--- src/rtl/error_monitor.sv ---
// Error-burst monitor: counts error cycles, raises an acknowledged alarm on bursts
// and captures offending words in a small FIFO. ERROR_MONITOR_TIMESTAMP_EN adds cap_ts.
module error_monitor #(
    parameter int WIDTH     = 8,
    parameter int DEPTH     = 4,
    parameter int CNT_W     = 16,
    parameter int BURST_LEN = 3
) (
    input  logic                   clk,
    input  logic                   reset_n,
    input  logic [WIDTH-1:0]       data_in,
    input  logic                   error_flag,
    input  logic                   clear,
    input  logic                   alarm_ack,
    output logic                   alarm,
    output logic [CNT_W-1:0]       total_cnt,
    output logic [7:0]             run_cnt,
    output logic                   cap_valid,
    input  logic                   cap_ready,
    output logic [WIDTH-1:0]       cap_data,
    output logic [$clog2(DEPTH):0] cap_level,
`ifdef ERROR_MONITOR_TIMESTAMP_EN
    output logic [15:0]            cap_ts,
`endif
    output logic                   overflow
);
    localparam int AW = $clog2(DEPTH);
`ifdef ERROR_MONITOR_TIMESTAMP_EN
    localparam int EW = WIDTH + 16;
`else
    localparam int EW = WIDTH;
`endif
    localparam logic [8:0] BURST_C = 9'(BURST_LEN);

    typedef enum logic [1:0] {IDLE, RUN, ALARM, COOL} state_t;

    state_t            state_q, state_d;
    logic [WIDTH-1:0]  d_q;
    logic [CNT_W-1:0]  total_q, total_d;
    logic [7:0]        run_q, run_d;
    logic              ovf_q, ovf_d;
    logic [AW-1:0]     wr_ptr_q, wr_ptr_d, rd_ptr_q, rd_ptr_d;
    logic [AW:0]       level_q, level_d;
    logic [EW-1:0]     mem [DEPTH];
    logic [EW-1:0]     entry, head;
    logic              full, pop_en, push_en, run_hit;

    assign full    = (level_q == (AW+1)'(DEPTH));
    assign pop_en  = (level_q != '0) && cap_ready;
    // A full FIFO still accepts a push when the head leaves in the same cycle.
    assign push_en = error_flag && (!full || pop_en);
    assign run_hit = ({1'b0, run_q} + 9'd1) == BURST_C;

`ifdef ERROR_MONITOR_TIMESTAMP_EN
    logic [15:0] ts_q;
    always_ff @(posedge clk or negedge reset_n) begin
        if (!reset_n) ts_q <= '0;
        else          ts_q <= ts_q + 16'd1;
    end
    assign entry  = {ts_q, d_q};
    assign cap_ts = cap_valid ? head[EW-1:WIDTH] : '0;
`else
    assign entry = d_q;
`endif

    always_ff @(posedge clk or negedge reset_n) begin
        if (!reset_n) state_q <= IDLE;
        else          state_q <= state_d;
    end

    always_comb begin
        state_d = state_q;
        unique case (state_q)
            IDLE:    if (error_flag) state_d = (BURST_LEN == 1) ? ALARM : RUN;
            RUN:     if (!error_flag) state_d = IDLE;
                     else if (run_hit) state_d = ALARM;
            ALARM:   if (alarm_ack) state_d = COOL;
            COOL:    if (!error_flag) state_d = IDLE;
            default: state_d = IDLE;
        endcase
        if (clear) state_d = IDLE;
    end

    always_comb begin
        alarm = (state_q == ALARM);
    end

    always_comb begin
        total_d  = total_q;
        run_d    = '0;
        ovf_d    = ovf_q;
        wr_ptr_d = wr_ptr_q;
        rd_ptr_d = rd_ptr_q;
        level_d  = level_q;
        if (error_flag) begin
            if (total_q != '1) total_d = total_q + CNT_W'(1);
            run_d = ({1'b0, run_q} >= BURST_C) ? run_q : run_q + 8'd1;
            if (!push_en) ovf_d = 1'b1;
        end
        if (push_en) wr_ptr_d = wr_ptr_q + AW'(1);
        if (pop_en)  rd_ptr_d = rd_ptr_q + AW'(1);
        level_d = level_q + (AW+1)'(push_en) - (AW+1)'(pop_en);
        if (clear) begin
            total_d  = '0;
            run_d    = '0;
            ovf_d    = 1'b0;
            wr_ptr_d = '0;
            rd_ptr_d = '0;
            level_d  = '0;
        end
    end

    always_ff @(posedge clk or negedge reset_n) begin
        if (!reset_n) begin
            d_q      <= '0;
            total_q  <= '0;
            run_q    <= '0;
            ovf_q    <= 1'b0;
            wr_ptr_q <= '0;
            rd_ptr_q <= '0;
            level_q  <= '0;
        end else begin
            d_q      <= data_in;
            total_q  <= total_d;
            run_q    <= run_d;
            ovf_q    <= ovf_d;
            wr_ptr_q <= wr_ptr_d;
            rd_ptr_q <= rd_ptr_d;
            level_q  <= level_d;
        end
    end

    always_ff @(posedge clk) begin
        if (push_en && !clear) mem[wr_ptr_q] <= entry;
    end

    assign head      = mem[rd_ptr_q];
    assign cap_valid = (level_q != '0);
    // Gate the head so an empty FIFO never exposes stale or uninitialised storage.
    assign cap_data  = cap_valid ? head[WIDTH-1:0] : '0;
    assign cap_level = level_q;
    assign total_cnt = total_q;
    assign run_cnt   = run_q;
    assign overflow  = ovf_q;
endmodule

--- config.mk ---
export PLATFORM = sky130hd
export DESIGN_NAME = error_monitor
export DESIGN_NICKNAME = d
export VERILOG_FILES = /design/src/rtl/error_monitor.sv
export SDC_FILE = /design/constraint.sdc
export NUM_CORES = 1
export LEC_CHECK = 0
export ABC_CLOCK_PERIOD_IN_PS = 4100
export CORE_MARGIN = 5
export CORE_UTILIZATION = 55
export CTS_CLUSTER_DIAMETER = 150
export DETAILED_ROUTE_END_ITERATION = 10
export GPL_ROUTABILITY_DRIVEN = 0
export MAX_ROUTING_LAYER = met4
export PLACE_DENSITY = 0.87
export SLEW_MARGIN = 20
export SYNTH_ARGS = -nofsm -noshare
export SYNTH_HDL_FRONTEND = slang
export SYNTH_SLANG_ARGS = --single-unit
export TNS_END_PERCENT = 10
--- constraint.sdc ---
create_clock -name clk -period 4.1 [get_ports clk]
set_input_delay 0.82 -clock clk [delete_from_list [all_inputs] [get_ports clk]]
set_output_delay 0.82 -clock clk [all_outputs]
set_load 0.005 [all_outputs]
==> impl_metrics.tcl, run 1 <==
set metrics [dict create \
    run_status "finished clean" \
    start_kind "flip-flop" \
    finalSetupTns_ps 0 \
    yosys.area.top_type "dfrtp_1" \
    required_ps 3280 \
    ys_warn_count 0 \
    pwr_density_cell_nw_per_um2 460 \
    synth-edff-count 32 \
    cts_root_buf "clkbuf_8" \
    fillers 406 \
    slowest_delay_ps 710 \
    arrival_ps 2250 \
    fin_crit_ps 3070 \
    syn-cell-area_sq_um 3220 \
    syn_area_per_cell_sq_um 13.5 \
    rows 27 \
    htree_levels 3 \
    post-route-period-util 0.749 \
    drtAntennaViolNets 0 \
    path_cells "mux4_2, and2_1, clkdlybuf4s50_1" \
    cts_setup_buffers 0 \
    drive_above_1_share 0.103 \
    most-common-layout-cells "clkdlybuf4s50_1 (50), dfrtp_1 (42), edfxtp_1 (32)" \
    max-slew-margin-rel 0.384 \
    grt_pass1_vias 2118 \
    dp_slack_ps 892 \
    cts.repair.resized 0 \
    fin_ws_ps 1030 \
    drt_pass1_iterations 4 \
    syn_inst 239 \
    hold_buffers 0 \
    rsz0062_at_grt "false" \
    maxCapViolCount 0 \
    dp_hpwl_um 4370 \
    synth_area_leaders "dfrtp_1 (33%), edfxtp_1 (30%), mux4_2 (5.6%)" \
    setup_viol 0 \
    rr_worst_depth 9 \
    die_h_um 86.5 \
    vias_per_cell 5.51 \
    peakVddDrop_mv 0.216 \
    diodes 0 \
    slew_violations 0 \
    drt_iter0_markers 105 \
    ys_types 39 \
    port_buffers 51 \
    hold_class "reg -> reg" \
    die_area_sq_um 7480 \
    nets 319 \
    clk_latency_ps 330 \
    cp_slowest_cell "dfrtp_1" \
    finalHoldViolCount 0 \
    synthFlopType "dfrtp_1" \
    cts.clk_slew.worst_paths_ps 70 \
    fmax_mhz 326 \
    antenna_found_initial 0 \
    ys_seq_area_frac 0.625 \
    die_w_um 86.5 \
    ys_ff_latch 74 \
    cts_buffers 9 \
    grt_overflow 0 \
    grt_start_max_net_pins 43 \
    mostFrequentLayoutCell "clkdlybuf4s50_1" \
    start_util 0.574 \
    clk_path_buf_depth 2 \
    routed_wirelength_um 6250 \
    synth_nets 263 \
    coreArea_sq_um 5610 \
    vias 2048 \
    end_kind "output pin" \
    wire_per_inst_um 16.8 \
    holdPathStages 0 \
    grt_pass1_wl_um 10400 \
    critPathMaxFanout 10 \
    worstMarginPinSlew_ps 925 \
    crit_type "reg -> out" \
    leakagePower_nw 1.56 \
    areaGrowthSynthToFinish_pct 24.6 \
    postSynth.asyncResetShare 0.568 \
    gr-usage-all-layers 0.190 \
    drc 0 \
    fin_worst_skew_ps 8.20 \
    tritoncts "yes" \
    synth_top_area_frac 0.327 \
    ioPinCount 52 \
    clock-sinks 74 \
]
==> per-stage QoR <==
stage	power, mW	util	instances	cell area (sq um)	hold WS (ps)
floorplan	1.07	-	239	3220	455
global placement	1.23	0.675	356	3790	471
detailed placement	1.26	0.675	356	3790	483
CTS	1.86	0.715	372	4010	498
global route	1.93	0.715	372	4010	521
finish	1.84	0.715	372	4010	497
==> worst max-delay path, delay by kind of cell, from the launching register on <==
family / cells / cell delay, ps
DFF: 1 / 710
buffers and inverters: 1 / 440
and+or+nand+nor: 1 / 180
muxes: 1 / 580
==> path summary, 6_finish.rpt <==
check                        startpoint      endpoint  slack, ps
max                         rd_ptr_q[0]   cap_data[6]       1030
min                              d_q[0]     mem[0][0]        500
max reg2reg                cap_level[2]  cap_level[2]       1610
min reg2reg                      d_q[0]     mem[0][0]        500
max in group asynchronous       reset_n  total_cnt[2]       2900
min in group asynchronous       reset_n  total_cnt[1]        630
==> state kept, by name, summed over array words and instances, names as in the netlist <==
name,count
overflow,1
run_cnt,8
cap_level,3
wr_ptr_q,2
mem,32
state_q,2
total_cnt,16
rd_ptr_q,2
d_q,8
==> area by class of cell <==
cell class	instances	area [sq um]	area share
inverters	7	26.3	0.00655
clock buffers	12	145	0.0362
multi-input cells	150	1140	0.284
well taps	72	90.1	0.0225
flip-flops and latches	74	2010	0.502
clock inverters	4	76.3	0.0190
repair buffers	53	520	0.130
==> synth_stat cells, types with 5 or more instances <==
library cell,number
nand4_1,7
xor2_1,9
nor2_1,27
dfrtp_1,42
and3_1,5
a21oi_1,8
inv_1,7
ha_1,9
nor3_1,6
mux4_2,8
nand2_1,5
edfxtp_1,32
and2_1,18
xnor2_1,11
==> routing by layer <==
layer  global-route usage  wire length, um
met1                0.230             2520
met2                0.314             3320
met3               0.0342              328
met4               0.0807               85
met5                    -                0
==> cells by family after synthesis <==
group / count (synthesis) / share of synthesized area
muxes: 10 / 0.0622
AOI/OAI and AO/OA: 20 / 0.0389
xor gates and xnor gates: 20 / 0.0545
DFF: 74 / 0.625
buffers and inverters: 15 / 0.0206
adders and majority gates: 10 / 0.0412
and+or+nand+nor: 90 / 0.157
==> report_power, final <==
part	internal [mW]	leakage (nW)	switching, mW
combinational	0.223	0.602	0.139
sequential	0.816	0.850	0.0572
clock	0.361	0.107	0.247
Power figures use the tool's default switching activity.
==> inputs of run 2 (changes only) <==
Settings changed: ABC_CLOCK_PERIOD_IN_PS 4100 to 2910, CORE_UTILIZATION 55 to 53, PLACE_DENSITY 0.87 to 0.84.
Clock period 4.1 ns to 2.91 ns, I/O delays scaled along.
==> impl_metrics.tcl, run 2 (synthesis results as in run 1) <==
set metrics [dict create \
    die_h_um 87.9 \
    crit_type "reg -> out" \
    hold_buffers 0 \
    fin_worst_skew_ps 9.19 \
    gr-usage-all-layers 0.185 \
    vias_per_cell 5.40 \
    fillers 423 \
    pwr_density_cell_nw_per_um2 632 \
    maxCapViolCount 0 \
    slowest_delay_ps 530 \
    clk_path_buf_depth 2 \
    wire_per_inst_um 16.1 \
    slew_violations 0 \
    finalSetupTns_ps 0 \
    required_ps 2330 \
    die_area_sq_um 7730 \
    top_register "mem" \
    grt_overflow 0 \
    cts.repair.resized 0 \
    ioPinCount 52 \
    r2r_start "cap_level[2]" \
    dp_hpwl_um 4160 \
    cts_buffers 9 \
    finalHoldViolCount 0 \
    setup_viol 0 \
    final_cell_count_no_fill 377 \
    crit_start "rd_ptr_q[0]" \
    antenna_found_initial 0 \
    run_status "finished clean" \
    dp_slack_ps 67.5 \
    drt_pass1_iterations 4 \
    cp-endpoint "cap_data[7]" \
    most-common-layout-cells "clkdlybuf4s50_1 (50), dfrtp_1 (42), edfxtp_1 (32)" \
    coreArea_sq_um 5920 \
    multiInputGateArea_sq_um 1140 \
    die_w_um 87.9 \
    tritoncts "yes" \
    fin_ws_ps 300 \
    post-route-period-util 0.897 \
    areaGrowthSynthToFinish_pct 24.6 \
    peakVddDrop_mv 0.359 \
    worstMarginPinSlew_ps 935 \
    area.sequential_sq_um 2010 \
    hold_class "in -> async" \
    cts_root_buf "clkbuf_8" \
    max-slew-margin-rel 0.377 \
    drc 0 \
    dp.cells 361 \
    reg2reg_to "cap_level[2]" \
    grt_pass1_wl_um 10200 \
    drt_iter0_markers 117 \
    largest_reg_flops 32 \
    fin_crit_ps 2610 \
    clk_latency_ps 350 \
    drtAntennaViolNets 0 \
    port_buffers 51 \
    cts_setup_buffers 0 \
    path_cells "buf_4, mux4_2, and2_1, clkdlybuf4s50_1" \
    drive_above_1_share 0.116 \
    start_kind "flip-flop" \
    arrival_ps 2030 \
    cts.clk_slew.worst_paths_ps 80 \
    mostFrequentLayoutCell "clkdlybuf4s50_1" \
    rsz0062_at_grt "false" \
    nets 321 \
    clock-sinks 74 \
    end_kind "output pin" \
    rrSetupSlack_ps 490 \
    vias 2036 \
    cp_slowest_cell "mux4_2" \
    diodes 0 \
    routed_wirelength_um 6070 \
    rr_worst_depth 9 \
    leakagePower_nw 1.56 \
    grt_pass1_vias 2088 \
    start_util 0.543 \
    rows 28 \
    grt_start_max_net_pins 43 \
    htree_levels 3 \
    critPathMaxFanout 10 \
    fmax_mhz 383 \
]
[run 2: worst min-delay path by stage]
stage | endpoint | slack [ps] | depth (start not counted)
final | total_cnt[7] | 370 | 1
after global routing | total_cnt[5] | 440 | 1
after CTS | state_q[0] | 390 | 1
after detailed placement | mem[1][2] | 480 | 0
after global placement | mem[1][0] | 470 | 0
after floorplan | cap_level[0] | 290 | 0
[run 2: critical path, delay by kind of cell (launching register included)]
family	cells	cell delay [ps]
buffers and inverters	2	660
multiplexers	1	530
flip-flops	1	320
AND/OR/NAND/NOR	1	170
[run 2: power breakdown]
group / internal (mW) / total [mW] / switching, mW
Combinational: 0.323 / 0.535 / 0.212
Clock: 0.401 / 0.799 / 0.398
Sequential: 1.15 / 1.20 / 0.0477
[run 2: final cells by class]
class                      count  area share
clock buffer                   9      0.0309
clock inverter                 7      0.0194
inverter                       7     0.00656
multi-input combinational    150       0.284
sequential                    74       0.502
tap                           75      0.0234
timing repair buffer          55       0.134
[run 2: routing by layer]
layer  GRT usage  share of wire
met1       0.244           0.46
met2       0.264           0.47
met3      0.0499          0.052
met4      0.0934          0.020
met5           -              0
[run 2: through the flow]
| stage | hold WS [ps] | util | instance area [sq um] | power, mW |
|---|---|---|---|---|
| global route | 442 | 0.677 | 4010 | 2.67 |
| detailed placement | 484 | 0.643 | 3810 | 1.77 |
| floorplan | 286 | - | 3220 | 1.51 |
| finish | 366 | 0.677 | 4010 | 2.53 |
| global placement | 467 | 0.643 | 3810 | 1.75 |
| CTS | 391 | 0.677 | 4010 | 2.56 |
==> inputs of run 3 (changes only) <==
Settings changed: ABC_AREA set to 1, CORE_UTILIZATION 53 to 54, PLACE_DENSITY 0.84 to 0.85.
==> impl_metrics.tcl, run 3 <==
set metrics [dict create \
    yosys.area.top_type "dfrtp_1" \
    rr_worst_depth 10 \
    slew_violations 0 \
    grt_pass1_wl_um 13200 \
    grt_overflow 0 \
    slowest_delay_ps 530 \
    postSynth.asyncResetShare 0.568 \
    cts_root_buf "clkbuf_8" \
    synthAdderAreaFrac 0.0373 \
    leakagePower_nw 1.83 \
    fin_ws_ps 158 \
    ys_seq_area_frac 0.566 \
    dp_slack_ps 338 \
    hold_buffers 0 \
    path_cells "inv_1, o21ai_0, a21oi_1, clkdlybuf4s50_1" \
    vias 2908 \
    mostFrequentLayoutCell "nand2_1" \
    top_register "mem" \
    holdWs_ps 379 \
    crit_type "reg -> out" \
    die_h_um 91.1 \
    r2r_start "cap_level[1]" \
    cts.clk_slew.worst_paths_ps 80 \
    pwr_density_cell_nw_per_um2 636 \
    vias_per_cell 5.41 \
    post-route-period-util 0.946 \
    synth_compound_area_frac 0.0824 \
    gr-usage-all-layers 0.203 \
    worstSetupPathDepth 4 \
    cts.repair.resized 0 \
    synth_mux_area_frac 0 \
    die_area_sq_um 8300 \
    synthFlopType "dfrtp_1" \
    path_buf_inv 2 \
    maxCapViolCount 0 \
    syn-cell-area_sq_um 3550 \
    ys_types 33 \
    synth_top_area_frac 0.296 \
    diodes 0 \
    rows 29 \
    synth_nets 417 \
    synthXorXnorAreaFrac 0.0173 \
    drc 0 \
    cp_slowest_cell "dfrtp_1" \
    clock-sinks 74 \
    syn_area_per_cell_sq_um 9.04 \
    finalHoldViolCount 0 \
    synth-simple-area-share 0.238 \
    cts_setup_buffers 0 \
    run_status "finished clean" \
    worstMarginPinSlew_ps 962 \
    end_kind "output pin" \
    largest_reg_flops 32 \
    ys_ff_latch 74 \
    dp_hpwl_um 5460 \
    most-common-layout-cells "nand2_1 (72), nor2_1 (69), clkdlybuf4s50_1 (50)" \
    ioPinCount 52 \
    synth_top_family_by_area "simple AND/OR/NAND/NOR gates" \
    reg2reg_to "cap_level[2]" \
    fin_crit_ps 2750 \
    clk_path_buf_depth 2 \
    yosysMostFrequentCell "nand2_1" \
    tritoncts "yes" \
    final_util 0.687 \
    rrSetupSlack_ps 690 \
    grt_start_max_net_pins 43 \
    hold_class "in -> async" \
    critPathMaxFanout 16 \
    setup_viol 0 \
    max-slew-margin-rel 0.359 \
    drtAntennaViolNets 0 \
    cp_top_family "buffers and inverters" \
    routed_wirelength_um 7850 \
    rsz0062_at_grt "false" \
    arrival_ps 2170 \
    ys_warn_count 0 \
    start_kind "flip-flop" \
    grt_pass1_vias 2963 \
    fin_worst_skew_ps 6.18 \
    antenna_found_initial 0 \
    start_util 0.556 \
    htree_levels 3 \
    die_w_um 91.1 \
    cts_buffers 9 \
    areaGrowthSynthToFinish_pct 23.5 \
    synth_commonest_cells "nand2_1 (72), nor2_1 (69), inv_1 (44)" \
    clk_latency_ps 340 \
    syn_inst 393 \
    peakVddDrop_mv 0.497 \
    synth-edff-count 32 \
    required_ps 2330 \
    port_buffers 51 \
    p_total_mw 2.79 \
    wire_per_inst_um 14.6 \
    drt_pass1_iterations 5 \
    synth_area_leaders "dfrtp_1 (30%), edfxtp_1 (27%), nand2_1 (7.6%)" \
    drt_iter0_markers 133 \
    nets 480 \
    drive_above_1_share 0.0781 \
    finalSetupTns_ps 0 \
    fmax_mhz 363 \
    coreArea_sq_um 6390 \
]
run 3: worst max path at each step:
| stage | endpoint | startpoint | slack (ps) |
|---|---|---|---|
| after floorplan | cap_level[2] | cap_level[1] | 600 |
| after global placement | cap_level[2] | cap_ready | 370 |
| after detailed placement | cap_level[2] | cap_ready | 340 |
| after CTS | cap_data[3] | rd_ptr_q[0] | 140 |
| after global routing | cap_data[2] | rd_ptr_q[0] | 30 |
| final | cap_data[3] | rd_ptr_q[0] | 160 |
run 3: power breakdown:
| group | internal, mW | switching, mW |
|---|---|---|
| clock | 0.419 | 0.385 |
| combinational | 0.370 | 0.357 |
| sequential | 1.17 | 0.0900 |
run 3: per-layer routing:
| metal | GRT usage | wire (um) | vias up |
|---|---|---|---|
| li1 | - | - | 1419 |
| met1 | 0.239 | 3310 | 1386 |
| met2 | 0.340 | 4040 | 91 |
| met3 | 0.0306 | 365 | 12 |
| met4 | 0.0990 | 135 | 0 |
| met5 | - | 0 | - |
run 3: stage by stage:
step           std cells  cell area (sq um)
2_1_floorplan        393               3550
3_3_place_gp         522               4180
3_5_place_dp         522               4180
4_1_cts              538               4390
5_1_grt              538               4390
6_report             538               4390
run 3: area by class of cell:
class | instances | area [sq um]
Sequential cell | 74 | 2010
Clock inverter | 6 | 66.3
Clock buffer | 10 | 138
Multi-Input combinational cell | 266 | 1330
Tap cell | 77 | 96.3
Timing Repair Buffer | 60 | 573
Fill cell | 495 | 2000
Inverter | 45 | 169
run 3: kinds of logic (layout without fill, tap and decap cells):
group,count (synthesis),in the layout
compound gates,53,53
xor+xnor,7,7
fa+ha+maj,10,10
flops,74,74
buf+inv,53,121
simple gates,196,196
run 3: worst register-to-register path, delay by kind of cell, from the launching register on:
kind / cells / cell delay (ps)
buffers and inverters: 2 / 90
and+or+nand+nor: 5 / 830
adders and majority gates: 3 / 770
DFF: 1 / 450
